--- src/rtl/intr_ctrl_if.sv ---
// Register bus between the device bridge and the interrupt controller.
// The bridge drives address, write strobe and data; the controller returns read data.
interface intr_ctrl_if;
    logic [1:0]  addr;
    logic        we;
    logic [31:0] din;
    logic [31:0] dout;

    modport master (
        output addr,
        output we,
        output din,
        input  dout
    );

    modport slave (
        input  addr,
        input  we,
        input  din,
        output dout
    );
endinterface

--- src/rtl/intr_ctrl.sv ---
// Six-source prioritised interrupt controller with PEND/MASK/VEC/ISR registers.
// INTR_EDGE_EN selects edge-triggered pending with W1C; default is level-sensitive.
module intr_ctrl #(
    parameter logic [5:0] RESET_MASK = 6'h00
) (
    input  logic        clk,
    input  logic        reset,
    input  logic [5:0]  hwint,
    intr_ctrl_if.slave  bus,
    output logic        irq,
    output logic [2:0]  irqvec
);

    typedef enum logic [1:0] {
        S_IDLE,
        S_REQ,
        S_INSVC
    } state_t;

    state_t     r_state;
    logic       r_irq;
    logic [2:0] r_irqvec;
    logic [5:0] r_pend;
    logic [5:0] r_mask;
    logic [5:0] r_isr;

    logic       w_wr_mask;
    logic       w_ack_fire;
    logic       w_eoi_fire;
    logic [5:0] w_elig;
    logic [5:0] w_vec_oh;
    logic [5:0] w_pend_nxt;
    logic [2:0] w_win;
    logic       w_any;
    logic       w_drop;
    logic       w_unused;

    assign w_wr_mask  = bus.we && (bus.addr == 2'd1);
    assign w_ack_fire = bus.we && (bus.addr == 2'd2) && (r_state == S_REQ);
    assign w_eoi_fire = bus.we && (bus.addr == 2'd3) && (r_state == S_INSVC);
    assign w_elig     = r_pend & r_mask;
    assign w_any      = |w_elig;
    assign w_vec_oh   = 6'b000001 << r_irqvec;
    assign w_drop     = ((r_pend & w_vec_oh) == 6'h00) ||
                        ((r_mask & w_vec_oh) == 6'h00);
    assign w_unused   = &{1'b0, bus.din[31:6]};

    always_comb begin
        w_win = 3'd0;
        for (int i = 5; i >= 0; i--) begin
            if (w_elig[i]) w_win = 3'(i);
        end
    end

`ifdef INTR_EDGE_EN
    logic [5:0] r_hist;
    logic       w_wr_pend;
    logic [5:0] w_rise;
    logic [5:0] w_clr;

    assign w_wr_pend  = bus.we && (bus.addr == 2'd0);
    assign w_rise     = hwint & ~r_hist;
    assign w_clr      = (w_wr_pend ? bus.din[5:0] : 6'h00) |
                        (w_ack_fire ? w_vec_oh : 6'h00);
    // a fresh edge beats any clear landing on the same bit
    assign w_pend_nxt = (r_pend & ~w_clr) | w_rise;

    always_ff @(posedge clk) begin
        if (reset) r_hist <= 6'h00;
        else       r_hist <= hwint;
    end
`else
    assign w_pend_nxt = hwint;
`endif

    always_ff @(posedge clk) begin
        if (reset) begin
            r_pend <= 6'h00;
            r_mask <= RESET_MASK;
            r_isr  <= 6'h00;
        end else begin
            r_pend <= w_pend_nxt;
            if (w_wr_mask) r_mask <= bus.din[5:0];
            if (w_eoi_fire)      r_isr <= 6'h00;
            else if (w_ack_fire) r_isr <= r_isr | w_vec_oh;
        end
    end

    always_ff @(posedge clk) begin
        if (reset) begin
            r_state  <= S_IDLE;
            r_irq    <= 1'b0;
            r_irqvec <= 3'd0;
        end else begin
            unique case (r_state)
                S_IDLE: begin
                    if (w_any) begin
                        r_state  <= S_REQ;
                        r_irqvec <= w_win;
                        r_irq    <= 1'b1;
                    end
                end
                S_REQ: begin
                    if (w_ack_fire) begin
                        r_state <= S_INSVC;
                        r_irq   <= 1'b0;
                    end else if (w_drop) begin
                        r_state <= S_IDLE;
                        r_irq   <= 1'b0;
                    end
                end
                S_INSVC: begin
                    if (w_eoi_fire) r_state <= S_IDLE;
                end
                default: begin
                    r_state <= S_IDLE;
                    r_irq   <= 1'b0;
                end
            endcase
        end
    end

    always_comb begin
        bus.dout = 32'h0;
        case (bus.addr)
            2'd0:    bus.dout = {26'h0, r_pend};
            2'd1:    bus.dout = {26'h0, r_mask};
            2'd2:    bus.dout = {r_irq, 28'h0, r_irqvec};
            default: bus.dout = {26'h0, r_isr};
        endcase
    end

    assign irq    = r_irq;
    assign irqvec = r_irqvec;

endmodule

--- src/flat_wrapper.sv ---
// flat-port wrapper written by rule: the top's interface ports become plain ports
module intr_ctrl_flat 
#(
    parameter logic [5:0] RESET_MASK = 6'h00
)
  (clk, reset, hwint, irq, irqvec, bus_addr, bus_we, bus_din, bus_dout);
  intr_ctrl_if bus_i ();
  input  logic clk;
  input  logic reset;
  input  logic [5:0] hwint;
  output logic irq;
  output logic [2:0] irqvec;
  input wire logic [$bits(bus_i.addr)-1:0] bus_addr;
  input wire logic [$bits(bus_i.we)-1:0] bus_we;
  input wire logic [$bits(bus_i.din)-1:0] bus_din;
  output wire logic [$bits(bus_i.dout)-1:0] bus_dout;
  assign bus_i.addr = bus_addr;
  assign bus_i.we = bus_we;
  assign bus_i.din = bus_din;
  assign bus_dout = bus_i.dout;
  intr_ctrl #(.RESET_MASK(RESET_MASK)) u_core (.clk(clk), .reset(reset), .hwint(hwint), .bus(bus_i), .irq(irq), .irqvec(irqvec));
endmodule
--- config.mk ---
export PLATFORM = sky130hd
export DESIGN_NAME = intr_ctrl_flat
export DESIGN_NICKNAME = d
export VERILOG_FILES = /design/src/rtl/intr_ctrl_if.sv /design/src/rtl/intr_ctrl.sv /design/src/flat_wrapper.sv
export SDC_FILE = /design/constraint.sdc
export NUM_CORES = 1
export LEC_CHECK = 0
export ABC_AREA = 1
export CAP_MARGIN = 20
export CORE_UTILIZATION = 35
export CTS_CLUSTER_SIZE = 14
export DETAILED_ROUTE_END_ITERATION = 10
export PLACE_DENSITY = 0.8
export SLEW_MARGIN = 25
export SYNTH_ARGS = -nofsm -noshare
export SYNTH_HDL_FRONTEND = slang
export SYNTH_SLANG_ARGS = --single-unit
--- constraint.sdc ---
create_clock -name clk -period 1.15 [get_ports clk]
set_input_delay 0.115 -clock clk [delete_from_list [all_inputs] [get_ports clk]]
set_output_delay 0.115 -clock clk [all_outputs]
set_load 0.01 [all_outputs]
==> results.yml <==
global_route:
  grtUsageTotal_pct: 18.2
  grt_start_max_net_pins: 16
  globalRouteOverflowTotal: 0
  wire_length_of_the_first_global_routing_pass_mm: 6.05
  number_of_antenna_violations_at_the_first_check_in_global_routing: 0
  grt_pass1_vias: 1382
place:
  hpwlAfterDp_mm: 2.70
  dp_cells: 311
  placedInstanceArea_um2: 1910
  gp_routability_congestion: 0.909
  place_worst_setup_slack_ns: -0.772
  buffer_ports.inserted: 27
sta:
  finalHoldViolations: 0
  finalWorstSetupSlack_ns: -0.229
  finalMaxSlewViolations: 0
  worst_clock_skew_ns: 0.00782
  maxClockFrequency_ghz: 0.725
  worst_hold_slack_ns: 0.321
  report.final.setup_viol: 7
  fin_crit_share_pct: 120
  timing.final.crit_period_ns: 1.38
  unrepaired_setup_endpoints_after_global_routing: "true"
  tns_ns: -0.809
worst_setup_path:
  startpoint_type: "flop"
  r2r_end: "u_core.irq$_SDFFE_PP0P_"
  r2r_slack_ns: -0.23
  worstSetupEndpointType: "flop"
  critical_path.n_buffers_inverters: 1
  timing.critical_path.required_ns: 1.37
  path_delay_family: "simple AND/OR/NAND/NOR gates"
  worstPathCellList: "buf_6 > nor2_4 > nand3_1 > nand2_1 > nor2_1 > nand2_1 > nand3_2 > nand2_2 > nand2_2 > a21oi_2"
  cpPeakStageDelay_ns: 0.37
  worst_r2r_path_depth: 10
  cp_slowest_cell: "sky130_fd_sc_hd__dfxtp_4"
  wp_data_arrival_ns: 1.59
  timing.rr.start: "u_core.irqvec[1]$_SDFFE_PP0P_"
  criticalPathCategory: "reg -> reg"
  crit_path_max_fanout: 6
drt:
  detail_route.drc_violations: 0
  drt-wirelength-per-cell_um: 12.4
  detail_route.vias_per_cell: 4.68
  routed_wl_mm: 4.02
  drt_first_iter_violations: 53
  antenna_violating_nets_post_route: 0
  firstDrtPassIters: 4
  dr_total_vias: 1520
worst_hold_path:
  min_to: "u_core.r_state[1]$_SDFFE_PP0P_"
  worst_hold_path_type: "in -> reg"
  min_from: "bus_addr[1]"
  hold_path_depth: 4
cells_and_area:
  antenna_cells_inserted: 0
  layout.core_utilization_pct: 53.1
  finish.instance_area_um2: 2120
  layout.nets: 320
  layout_common_cells: "sky130_fd_sc_hd__buf_4, sky130_fd_sc_hd__nand2_1, sky130_fd_sc_hd__conb_1"
  flow.area_growth_from_synthesis_pct: 46.6
  post_route_cells_drive_above_1_share_pct: 40.0
  commonest_non_fill_non_tap_cell_in_the_layout: "sky130_fd_sc_hd__buf_4"
  final.fill_count: 371
  stdcell_count: 325
logic_synthesis:
  yosysTopAreaCellShare_pct: 33.2
  synth_cells: 209
  synth_warnings: 0
  yosys-top-cells-area: "sky130_fd_sc_hd__dfxtp_1, sky130_fd_sc_hd__buf_4, sky130_fd_sc_hd__nand2_1, sky130_fd_sc_hd__inv_1, sky130_fd_sc_hd__a21oi_1"
  synthesis.area_um2: 1450
  share_of_the_yosys_chip_area_belonging_to_registers_pct: 33.2
  synth_largest_area_cell: "sky130_fd_sc_hd__dfxtp_1"
  syn_area_per_cell_um2: 6.93
  register_bit_total_from_synthesis: 24
  synthDistinctLibCells: 28
cts:
  tritoncts: "yes"
  cts-root-to-sink-buffers: 2
  cts.clk_slew.worst_paths_ns: 0.08
  cts-buffers-inserted: 3
  cts_hold_buf: 0
  clk-insertion-delay-late_ns: 0.27
  clock-sinks: 24
  clockRootBuffer: "sky130_fd_sc_hd__clkbuf_8"
  ctsHtreeMaxLevel: 1
die:
  design.portCount: 79
  placeableCoreArea_um2: 4000
  die_h_um: 66.3
  initial_core_util_pct: 36.2
  die-area_um2: 4400
  core.rowCount: 23
  die_w_um: 66.3
status:
  failed_checks: "negative setup slack"
  result_of_the_run: "complete, but fails checks"
pwr:
  leakagePower_nw: 0.969
  pwr_density_cell_nw_per_um2: 867
  peakVddDrop_uv: 786
  post-layout-total-power_mw: 1.84
run:
  maxCapViolCount: 0
==> worst min-delay path: cells and delay by family <==
family	cells	cell delay, ns
AO/OA/AOI/OAI	1	0.06
buffers and inverters	1	0.16
AND/OR/NAND/NOR	2	0.22
==> per-layer routing <==
metal / share of wire, % / vias to the layer above / track usage [%]
li1: - / 755 / -
met5: 0 / - / 0
met4: 2.2 / 0 / 5.59
met3: 5.0 / 9 / 2.41
met2: 50 / 64 / 31.4
met1: 42 / 692 / 23.2
==> report_power, final <==
part	leakage, nW	switching [mW]	internal [mW]
Sequential	0.201	0.0305	0.861
Clock	0.0216	0.264	0.235
Combinational	0.746	0.239	0.213
Total	0.969	0.533	1.31
==> Yosys cell counts <==
| master | number |
|---|---|
| sky130_fd_sc_hd__nand3_4 | 1 |
| sky130_fd_sc_hd__o2111ai_1 | 2 |
| sky130_fd_sc_hd__buf_6 | 2 |
| sky130_fd_sc_hd__nand2_1 | 41 |
| sky130_fd_sc_hd__dfxtp_1 | 24 |
| sky130_fd_sc_hd__nand3_1 | 16 |
| sky130_fd_sc_hd__nor2_4 | 2 |
| sky130_fd_sc_hd__inv_2 | 2 |
| sky130_fd_sc_hd__and2_4 | 1 |
| sky130_fd_sc_hd__a211oi_1 | 1 |
| sky130_fd_sc_hd__nand3_2 | 1 |
| sky130_fd_sc_hd__nor3_1 | 1 |
| sky130_fd_sc_hd__o21ai_2 | 2 |
| sky130_fd_sc_hd__clkbuf_1 | 2 |
| sky130_fd_sc_hd__buf_2 | 1 |
| sky130_fd_sc_hd__a21oi_2 | 1 |
| sky130_fd_sc_hd__a221oi_1 | 1 |
| sky130_fd_sc_hd__nor2_1 | 19 |
| sky130_fd_sc_hd__a21oi_1 | 16 |
| sky130_fd_sc_hd__nor2_2 | 1 |
| sky130_fd_sc_hd__inv_1 | 27 |
| sky130_fd_sc_hd__buf_4 | 26 |
| sky130_fd_sc_hd__o21ai_0 | 6 |
| sky130_fd_sc_hd__conb_1 | 1 |
| sky130_fd_sc_hd__o211ai_1 | 3 |
| sky130_fd_sc_hd__a21boi_0 | 1 |
| sky130_fd_sc_hd__nand4_1 | 7 |
| sky130_fd_sc_hd__nand2_2 | 1 |
==> worst max-delay path by stage <==
stage                             startpoint                       to  slack [ns]  cells past startpoint
6_report       u_core.irqvec[1]$_SDFFE_PP0P_  u_core.irq$_SDFFE_PP0P_       -0.23                     10
5_1_grt        u_core.irqvec[1]$_SDFFE_PP0P_  u_core.irq$_SDFFE_PP0P_       -0.27                     10
4_1_cts        u_core.irqvec[0]$_SDFFE_PP0P_  u_core.irq$_SDFFE_PP0P_       -0.17                     10
3_5_place_dp                     bus_addr[0]              bus_dout[0]       -0.77                      5
2_1_floorplan  u_core.irqvec[1]$_SDFFE_PP0P_  u_core.irq$_SDFFE_PP0P_      -0.002                     10
3_3_place_gp                     bus_addr[0]              bus_dout[0]       -0.78                      5
==> what timing repair did <==
item                       4_1_cts  5_1_grt
setup buffers                    8        3
resized for setup               68       29
setup endpoints to repair       28       19
hold endpoints to repair         0        0
pin swaps                        7        8
==> flip-flops by register name (all words and copies together) (netlist names) <==
register and cells:
u_core.r_isr 6, u_core.irqvec 3, u_core.irq 1, u_core.r_state 2, u_core.r_pend 6, u_core.r_mask 6
==> logic make-up after synthesis <==
| logic type | share of synthesized area, % |
|---|---|
| and+or+nand+nor | 29.4 |
| AOI/OAI and AO/OA | 13.8 |
| buffers and inverters | 23.4 |
| DFF | 33.2 |
| other | 0.259 |
==> layout make-up <==
class,instances,area (um^2),area share [%]
clock buffer,3,41.3,1.94
inverter,29,116,5.48
multi-input combinational,149,836,39.3
sequential,24,500,23.6
tap,50,62.6,2.94
timing repair buffer,70,568,26.7
(Power assumes the default switching activity.)
